$ cat src/rtl/score_pkg.sv
`default_nettype none
// ============================================================================
//  Module  : score_pkg
//  Purpose : Shared constants and types for the score keeper: default point
//            values, streak / life / saturation defaults, score width and the
//            event-type encoding used between the queue and the score path.
//  Ports   : none (package)
//  Revision: 1.0 - initial release
// ============================================================================
package score_pkg;

    localparam int SCORE_W        = 16;

    localparam int PTS_GEM_DEF    = 1;
    localparam int PTS_GOLD_DEF   = 5;
    localparam int PTS_ENEMY_DEF  = 10;
    localparam int PTS_STREAK_DEF = 20;
    localparam int STREAK_LEN_DEF = 8;
    localparam int LIFE_STEP_DEF  = 100;
    localparam int MAX_SCORE_DEF  = 999;

    typedef enum logic [2:0] {
        EV_NONE  = 3'd0,
        EV_GEM   = 3'd1,
        EV_GOLD  = 3'd2,
        EV_ENEMY = 3'd3,
        EV_BONUS = 3'd4
    } ev_type_t;

endpackage : score_pkg
`default_nettype wire

$ cat src/rtl/score_event_queue.sv
`default_nettype none
// ============================================================================
//  Module  : score_event_queue
//  Purpose : Per-type 2-bit saturating pending counters for gem, gold and
//            enemy events, the sticky lost flag, and a fixed-priority arbiter
//            (bonus > enemy > gold > gem) issuing one grant per cycle.
//  Ports   : clk, rst_n (sync, active low), new_game (sync clear)
//            ev_gem / ev_gold / ev_enemy  - event pulses
//            bonus_pending                - streak bonus flag from the score path
//            grant                        - event type granted this cycle
//            pend_next_any                - any counter non-zero after this edge
//            lost                         - sticky, a pulse was dropped
//  Revision: 1.0 - initial release
// ============================================================================
module score_event_queue
    import score_pkg::*;
(
    input  logic     clk,
    input  logic     rst_n,
    input  logic     new_game,
    input  logic     ev_gem,
    input  logic     ev_gold,
    input  logic     ev_enemy,
    input  logic     bonus_pending,
    output ev_type_t grant,
    output logic     pend_next_any,
    output logic     lost
);

    // Slot order: [0] gem, [1] gold, [2] enemy
    logic [2:0][1:0] r_cnt;
    logic [2:0][1:0] w_cnt_next;
    logic [2:0]      w_ev;
    logic [2:0]      w_dec;
    logic [2:0]      w_drop;
    logic            r_lost;

    assign w_ev = {ev_enemy, ev_gold, ev_gem};

    // Arbiter works purely from registered state, so the grant never
    // depends combinationally on an event pulse arriving this cycle.
    always_comb begin
        grant = EV_NONE;
        w_dec = 3'b000;
        if (bonus_pending) begin
            grant = EV_BONUS;
        end else if (r_cnt[2] != 2'd0) begin
            grant    = EV_ENEMY;
            w_dec[2] = 1'b1;
        end else if (r_cnt[1] != 2'd0) begin
            grant    = EV_GOLD;
            w_dec[1] = 1'b1;
        end else if (r_cnt[0] != 2'd0) begin
            grant    = EV_GEM;
            w_dec[0] = 1'b1;
        end
    end

    // A pulse that coincides with a grant of the same type is a net-zero
    // change and is accepted even at count 3; only a pulse into a full
    // counter that is not draining this cycle is dropped.
    always_comb begin
        w_cnt_next = r_cnt;
        w_drop     = 3'b000;
        for (int i = 0; i < 3; i++) begin
            if (w_ev[i] && !w_dec[i]) begin
                if (r_cnt[i] == 2'd3) begin
                    w_drop[i] = 1'b1;
                end else begin
                    w_cnt_next[i] = r_cnt[i] + 2'd1;
                end
            end else if (!w_ev[i] && w_dec[i]) begin
                w_cnt_next[i] = r_cnt[i] - 2'd1;
            end
        end
    end

    always_ff @(posedge clk) begin
        if (!rst_n || new_game) begin
            r_cnt  <= '0;
            r_lost <= 1'b0;
        end else begin
            r_cnt <= w_cnt_next;
            if (|w_drop) begin
                r_lost <= 1'b1;
            end
        end
    end

    assign pend_next_any = |w_cnt_next;
    assign lost          = r_lost;

endmodule : score_event_queue
`default_nettype wire

$ cat src/rtl/score_keeper.sv
`default_nettype none
// ============================================================================
//  Module  : score_keeper
//  Purpose : Game score accumulator. Queues event pulses, applies one granted
//            event per cycle as a saturating add, awards gem-streak bonuses
//            and strobes extra_life each time a life threshold is crossed.
//  Ports   : clk, rst_n (sync, active low), new_game (sync clear)
//            ev_gem / ev_gold / ev_enemy / ev_death - event pulses
//            score      - binary score 0..MAX_SCORE
//            extra_life - one-cycle strobe on crossing a life threshold
//            busy       - any event or bonus pending
//            saturated  - sticky, score reached MAX_SCORE
//            lost       - sticky, an event pulse was dropped
//  Revision: 1.0 - initial release
// ============================================================================
module score_keeper
    import score_pkg::*;
#(
    parameter int PTS_GEM    = PTS_GEM_DEF,
    parameter int PTS_GOLD   = PTS_GOLD_DEF,
    parameter int PTS_ENEMY  = PTS_ENEMY_DEF,
    parameter int PTS_STREAK = PTS_STREAK_DEF,
    parameter int STREAK_LEN = STREAK_LEN_DEF,
    parameter int LIFE_STEP  = LIFE_STEP_DEF,
    parameter int MAX_SCORE  = MAX_SCORE_DEF
)
(
    input  logic               clk,
    input  logic               rst_n,
    input  logic               new_game,
    input  logic               ev_gem,
    input  logic               ev_gold,
    input  logic               ev_enemy,
    input  logic               ev_death,
    output logic [SCORE_W-1:0] score,
    output logic               extra_life,
    output logic               busy,
    output logic               saturated,
    output logic               lost
);

    localparam int C_STREAK_W = $clog2(STREAK_LEN + 1);

    ev_type_t              w_grant;
    logic                  w_pend_next_any;
    logic                  w_apply;
    logic [SCORE_W-1:0]    w_pts;
    logic [SCORE_W:0]      w_sum;
    logic [SCORE_W-1:0]    w_new_score;
    logic                  w_life_hit;
    logic                  w_streak_done;
    logic [C_STREAK_W-1:0] w_streak_next;
    logic                  w_bonus_next;

    logic [SCORE_W-1:0]    r_score;
    logic [SCORE_W-1:0]    r_next_life;
    logic [C_STREAK_W-1:0] r_streak;
    logic                  r_bonus;
    logic                  r_extra_life;
    logic                  r_busy;
    logic                  r_saturated;

    score_event_queue u_queue (
        .clk           (clk),
        .rst_n         (rst_n),
        .new_game      (new_game),
        .ev_gem        (ev_gem),
        .ev_gold       (ev_gold),
        .ev_enemy      (ev_enemy),
        .bonus_pending (r_bonus),
        .grant         (w_grant),
        .pend_next_any (w_pend_next_any),
        .lost          (lost)
    );

    always_comb begin
        w_pts = '0;
        case (w_grant)
            EV_GEM:   w_pts = SCORE_W'(PTS_GEM);
            EV_GOLD:  w_pts = SCORE_W'(PTS_GOLD);
            EV_ENEMY: w_pts = SCORE_W'(PTS_ENEMY);
            EV_BONUS: w_pts = SCORE_W'(PTS_STREAK);
            default:  w_pts = '0;
        endcase
    end

    // One extra sum bit keeps the add from wrapping before the clamp.
    assign w_apply     = (w_grant != EV_NONE);
    assign w_sum       = {1'b0, r_score} + {1'b0, w_pts};
    assign w_new_score = (w_sum >= (SCORE_W + 1)'(MAX_SCORE)) ? SCORE_W'(MAX_SCORE)
                                                             : w_sum[SCORE_W-1:0];

    // Thresholds beyond the display ceiling can never be reached, so the
    // strobe stops once next_life walks past MAX_SCORE.
    assign w_life_hit = w_apply
                     && (w_new_score >= r_next_life)
                     && (r_next_life <= SCORE_W'(MAX_SCORE));

    // A death in the same cycle as a gem grant clears the streak and also
    // suppresses the bonus that gem would otherwise have completed.
    assign w_streak_done = (w_grant == EV_GEM) && !ev_death
                        && (r_streak == C_STREAK_W'(STREAK_LEN - 1));

    always_comb begin
        w_streak_next = r_streak;
        if (ev_death) begin
            w_streak_next = '0;
        end else if (w_grant == EV_GEM) begin
            w_streak_next = w_streak_done ? '0 : r_streak + C_STREAK_W'(1);
        end
    end

    always_comb begin
        w_bonus_next = r_bonus;
        if (w_grant == EV_BONUS) begin
            w_bonus_next = 1'b0;
        end else if (w_streak_done) begin
            w_bonus_next = 1'b1;
        end
    end

    always_ff @(posedge clk) begin
        if (!rst_n || new_game) begin
            r_score      <= '0;
            r_next_life  <= SCORE_W'(LIFE_STEP);
            r_streak     <= '0;
            r_bonus      <= 1'b0;
            r_extra_life <= 1'b0;
            r_busy       <= 1'b0;
            r_saturated  <= 1'b0;
        end else begin
            r_extra_life <= 1'b0;
            if (w_apply) begin
                r_score <= w_new_score;
                if (w_new_score == SCORE_W'(MAX_SCORE)) begin
                    r_saturated <= 1'b1;
                end
                if (w_life_hit) begin
                    r_extra_life <= 1'b1;
                    r_next_life  <= r_next_life + SCORE_W'(LIFE_STEP);
                end
            end
            r_streak <= w_streak_next;
            r_bonus  <= w_bonus_next;
            r_busy   <= w_pend_next_any | w_bonus_next;
        end
    end

    assign score      = r_score;
    assign extra_life = r_extra_life;
    assign busy       = r_busy;
    assign saturated  = r_saturated;

endmodule : score_keeper
`default_nettype wire

$ cat config.mk
export PLATFORM = sky130hd
export DESIGN_NAME = score_keeper
export DESIGN_NICKNAME = d
export VERILOG_FILES = /design/src/rtl/score_pkg.sv /design/src/rtl/score_event_queue.sv /design/src/rtl/score_keeper.sv
export SDC_FILE = /design/constraint.sdc
export NUM_CORES = 1
export LEC_CHECK = 0
export ABC_AREA = 1
export CAP_MARGIN = 25
export CORE_ASPECT_RATIO = 0.8
export CORE_MARGIN = 8
export CORE_UTILIZATION = 40
export CTS_BUF_LIST = sky130_fd_sc_hd__clkbuf_16
export DETAILED_ROUTE_END_ITERATION = 12
export HOLD_SLACK_MARGIN = 0.06
export PLACE_DENSITY = 0.67
export SETUP_SLACK_MARGIN = 0.5
export SLEW_MARGIN = 15
export SYNTH_ARGS = -nofsm -noshare
export SYNTH_HDL_FRONTEND = slang
export SYNTH_HIERARCHICAL = 1
export SYNTH_SLANG_ARGS = --single-unit
$ cat constraint.sdc
create_clock -name clk -period 8.3 [get_ports clk]
set_input_delay 2.49 -clock clk [delete_from_list [all_inputs] [get_ports clk]]
set_output_delay 2.49 -clock clk [all_outputs]
set_load 0.05 [all_outputs]
==> results of run 1 <==
## final timing paths
path,from,end,slack [ns],cells past startpoint
max,u_queue/r_cnt[0],r_next_life[7],2.99,35
min reg2reg,r_next_life[13],r_next_life[13],0.46,2
max reg2reg,u_queue/r_cnt[0],r_next_life[7],2.99,35
min,r_next_life[13],r_next_life[13],0.46,2
## kinds of logic (layout without fill, tap and decap cells)
group	after synthesis	after routing	share of synthesized area [%]
flops	45	45	28.4
xor+xnor	5	5	1.38
other cells	1	6	0.118
fa+ha+maj	31	31	12.2
simple gates	266	266	37.5
buf+inv	94	120	11.6
compound gates	49	49	8.90
## layout by cell type (no fill, tap or decap), drive strengths merged, types with 6 or more instances in the layout
cell type	instances
a21oi	25
clkdlybuf4s50	26
conb	6
dfxtp	45
ha	31
inv	86
nand2	126
nand3	53
nand4	14
nor2	51
nor3	12
o21ai	11
## where the power goes
group	internal, W	switching (W)
Combinational	0.0000449	0.0000909
Sequential	0.000224	0.00000904
Clock	0.000145	0.0000880
## through the flow
step | worst slack, ns | util [%] | hold slack (ns) | cells
2_1_floorplan | 3.88 | - | 0.434 | 496
3_3_place_gp | 3.23 | 45.5 | 0.452 | 622
3_5_place_dp | 3.03 | 45.5 | 0.462 | 622
4_1_cts | 3.02 | 47.7 | 0.472 | 630
5_1_grt | 2.33 | 47.7 | 0.495 | 630
6_report | 2.99 | 47.7 | 0.462 | 630
## flip-flops by register name, indices dropped and copies added, names as in the netlist
| signal | cells |
|---|---|
| u_queue/r_cnt | 6 |
| r_next_life | 14 |
| r_streak | 4 |
| busy | 1 |
| u_queue/lost | 1 |
| r_bonus | 1 |
| score | 16 |
| saturated | 1 |
| extra_life | 1 |
## area by class of cell
class,instances,area (um2),share of cell area (%)
well taps,108,135,3.63
flip-flops and latches,45,901,24.2
clock buffers,5,125,3.36
repair buffers,27,268,7.19
multi-input cells,357,1930,51.7
inverters,85,319,8.57
clock inverters,3,50.0,1.34
## worst max-delay path, delay by kind of cell, from the launching register on
family | cells | cell delay (ns)
flops | 1 | 0.38
buf+inv | 6 | 0.69
compound gates | 5 | 1.11
fa+ha+maj | 4 | 0.86
simple gates | 20 | 2.19
## routing by layer
layer | track usage [%] | vias to the layer above | wire length, um
met1 | 18.9 | 1337 | 3660
met5 | 0 | - | 0
li1 | - | 1640 | -
met4 | 2.69 | 0 | 62
met2 | 24.6 | 46 | 3340
met3 | 3.01 | 8 | 367
==> impl_metrics.tcl, run 1 <==
set metrics [dict create \
    ant_nets 0 \
    clock_insertion_delay_worst_skew_ns 0.29 \
    synth_cell_type_count 29 \
    yosys.area.top_type "dfxtp_1" \
    setup_tns_ns 0 \
    clock_path_buffers 2 \
    io_pins 27 \
    syn_area_um2 3180 \
    cp-start-kind "register" \
    end_kind "register" \
    cts_inserted_buffers 5 \
    cts-root-buf "clkbuf_16" \
    powerDensity_nw_per_um2 161 \
    drc_errors 0 \
    path_max_fanout 12 \
    cts-htree-levels 2 \
    cts_resized 0 \
    maxSlewHeadroom_pct 37.7 \
    ys_ff_latch 45 \
    yosysSeqAreaShare_pct 28.4 \
    core_um2 7800 \
    post-route-min-period_ns 5.31 \
    gp_congestion 0.868 \
    grt_pass1_wl_mm 13.2 \
    dieArea_um2 11100 \
    hpwl_mm 5.91 \
    num_vias 3031 \
    cap_violations 0 \
    antenna_cells 0 \
    post-route-period-util_pct 64.0 \
    grt_overflow 0 \
    grt_pass1_vias 2929 \
    leakagePower_nw 1.81 \
    outcome "finished, final reports clean" \
    tightestPinTransition_ns 0.922 \
    synth.area.top_cells "dfxtp_1 (28%), nand2_1 (14%), ha_1 (12%), inv_1 (9.7%), nand3_1 (8.2%)" \
    synth_cells 491 \
    start_util_pct 40.7 \
    io_buffer_count 26 \
    grt_max_degree 25 \
    postCtsHoldBufs 0 \
    synth_common_cells "nand2_1 (119), inv_1 (82), nand3_1 (52), nor2_1 (46), dfxtp_1 (45)" \
    synthArstFlopShare_pct 0 \
    fmax_mhz 188 \
    track_usage_pct 14.5 \
    synth_top_area_share_pct 28.4 \
    synth-edff-count 0 \
    slew_violations 0 \
    row_count 29 \
    die_h_um 95.7 \
    routedWlPerCell_um 11.8 \
    synth_warnings 6 \
    nNetsFinal 559 \
    via_per_inst 4.81 \
    clkTransAtPathRegs_ns 0.07 \
    clock_sinks 45 \
    first_pass_iters 4 \
    path_common_cell "nand2_1" \
    slowest_stage "o21ai_0" \
    worst_ep_arrival_time_ns 5.52 \
    yosys.cell_count.top_type "nand2_1" \
    final_area_um2 3720 \
    placed_area_um2 3550 \
    crit_type "reg -> reg" \
    drive_gt1_share_pct 5.36 \
    n_fill_cell 810 \
    tritoncts "yes" \
    finalPower_w 0.000601 \
    hp-class "reg -> reg" \
    synth_ff_type "dfxtp_1" \
    rsz0062_at_grt "false" \
    irDropWorstVdd_uv 81.1 \
    required_ns 8.51 \
    post-cts-setup-buffers 0 \
    die_w_um 116 \
    syn_area_per_cell_um2 6.47 \
    setup_viol 0 \
    finalHoldViolCount 0 \
    antenna_found_initial 0 \
    wirelength_mm 7.43 \
    area.growth.synth_to_final_pct 17.3 \
    drt-initial-drc-count 167 \
    fin_skew_ns 0.00595 \
    critPathMaxStageDelay_ns 0.42 \
]
(Power assumes the default switching activity.)
==> run 2, diff against run 1 <==
==> constraint.sdc (replaced) <==
create_clock -name clk -period 5.5 [get_ports clk]
set_input_delay 1.65 -clock clk [delete_from_list [all_inputs] [get_ports clk]]
set_output_delay 1.65 -clock clk [all_outputs]
set_load 0.05 [all_outputs]
==> impl_metrics.tcl, run 2 (synthesis results as in run 1) <==
set metrics [dict create \
    outcome "finished, final reports clean" \
    nNetsFinal 562 \
    p_int_w 0.000624 \
    clockPowerShare_pct 37.7 \
    clkTransAtPathRegs_ns 0.07 \
    dieArea_um2 11100 \
    p_switching_w 0.000281 \
    critPathTopFamily "simple AND/OR/NAND/NOR gates" \
    hpwl_mm 5.80 \
    core_um2 7800 \
    cap_violations 0 \
    setup_tns_ns 0 \
    end_kind "register" \
    grt_max_degree 25 \
    tightestPinTransition_ns 1.07 \
    required_ns 5.71 \
    post-route-period-util_pct 83.9 \
    final_area_um2 3790 \
    fmax_mhz 217 \
    drc_errors 0 \
    row_count 29 \
    area.growth.synth_to_final_pct 19.4 \
    io_pins 27 \
    finalHoldViolCount 0 \
    slew_violations 0 \
    final_cell_mix "nand2_1 (118), inv_1 (81), nand3_1 (52)" \
    antenna_cells 0 \
    powerDensity_nw_per_um2 239 \
    routedWlPerCell_um 11.8 \
    path_common_cell "nand2_1" \
    placed_area_um2 3550 \
    sw_frac_of_total_pct 31.1 \
    clock_insertion_delay_worst_skew_ns 0.29 \
    start_util_pct 40.7 \
    drive_gt1_share_pct 7.62 \
    via_per_inst 4.80 \
    slowest_stage "dfxtp_1" \
    cp-start-kind "register" \
    irDropWorstVdd_uv 144 \
    path_max_fanout 12 \
    leakagePower_nw 1.83 \
    whs_ns 0.465 \
    rrSetupSlack_ns 0.89 \
    clock_path_buffers 2 \
    postCtsHoldBufs 0 \
    dpl.cell_count 622 \
    setup_viol 0 \
    pwr-share-seq_pct 38.8 \
    largest_reg_flops 16 \
    finalPower_w 0.000905 \
    grt_overflow 0 \
    drt-initial-drc-count 148 \
    cts-htree-levels 2 \
    fin_skew_ns 0.00469 \
    p_comb_share_pct 23.4 \
    gp_congestion 0.904 \
    wirelength_mm 7.49 \
    track_usage_pct 14.0 \
    maxSlewHeadroom_pct 27.5 \
    io_buffer_count 26 \
    post-route-min-period_ns 4.61 \
    rsz0062_at_grt "false" \
    first_pass_iters 4 \
    num_vias 3041 \
    grt_pass1_vias 2797 \
    worst_ep_arrival_time_ns 4.82 \
    die_h_um 95.7 \
    clock_sinks 45 \
    worstPathBufferInverterCount 6 \
    grt_pass1_wl_mm 12.5 \
    antenna_found_initial 0 \
    cts_inserted_buffers 5 \
    hp-class "reg -> reg" \
    ant_nets 0 \
    layout_commonest_cell "nand2_1" \
    critPathMaxStageDelay_ns 0.36 \
    tritoncts "yes" \
    crit_type "reg -> reg" \
    cts-root-buf "clkbuf_16" \
    layoutNonFillerInstCount 633 \
    die_w_um 116 \
]
-- run 2: cell count changes in the layout (fill, tap and decap cells not counted), sizes merged --
| cell | delta |
|---|---|
| buf | +3 |
-- run 2: power groups by stage --
stage	logic [W]	clock network, W	registers, W
after CTS	0.000204	0.000350	0.000351
after detailed placement	0.000201	0	0.000359
after global routing	0.000241	0.000363	0.000353
after global placement	0.000199	0	0.000359
final	0.000212	0.000342	0.000352
after floorplan	0.000130	0	0.000379
-- run 2: cell type report --
| cell class | instances | area, um2 |
|---|---|---|
| multi-input combinational | 357 | 1980 |
| fill | 789 | 4010 |
| sequential | 45 | 903 |
| tap | 108 | 135 |
| clock buffer | 5 | 125 |
| clock inverter | 3 | 42.5 |
| timing repair buffer | 30 | 290 |
| inverter | 85 | 322 |
-- run 2: per-stage QoR --
| step | utilization, % | setup slack (ns) |
|---|---|---|
| floorplan | - | 1.08 |
| global route | 48.6 | 0.470 |
| detailed placement | 45.5 | 0.257 |
| finish | 48.6 | 0.885 |
| CTS | 47.8 | 0.538 |
| global placement | 45.5 | 0.413 |
-- run 2: what timing repair did --
item / CTS / global route
pin swaps: 0 / 4
setup buffers: 0 / 3
gates resized for setup: 3 / 13
endpoints found under the setup margin: 10 / 10
-- run 2: per-layer routing --
metal | share of wire [%] | GRT usage [%]
met5 | 0 | 0
met4 | 1.4 | 4.74
met3 | 4.2 | 3.13
met2 | 43 | 22.6
met1 | 51 | 18.1
-- run 2: worst register-to-register path: cells and delay by family, from the launching register on --
family          cells  cell delay (ns)
simple gates       20             1.94
flops               1             0.36
buf+inv             6             0.49
fa+ha+maj           4             0.81
compound gates      5             0.94
-- run 2: path summary, 6_finish.rpt --
check                                       from               to  cells past startpoint
worst max register to register  u_queue/r_cnt[1]   r_next_life[8]                     35
worst min-delay path             r_next_life[15]  r_next_life[15]                      2
worst max-delay path            u_queue/r_cnt[1]   r_next_life[8]                     35
worst min register to register   r_next_life[15]  r_next_life[15]                      2
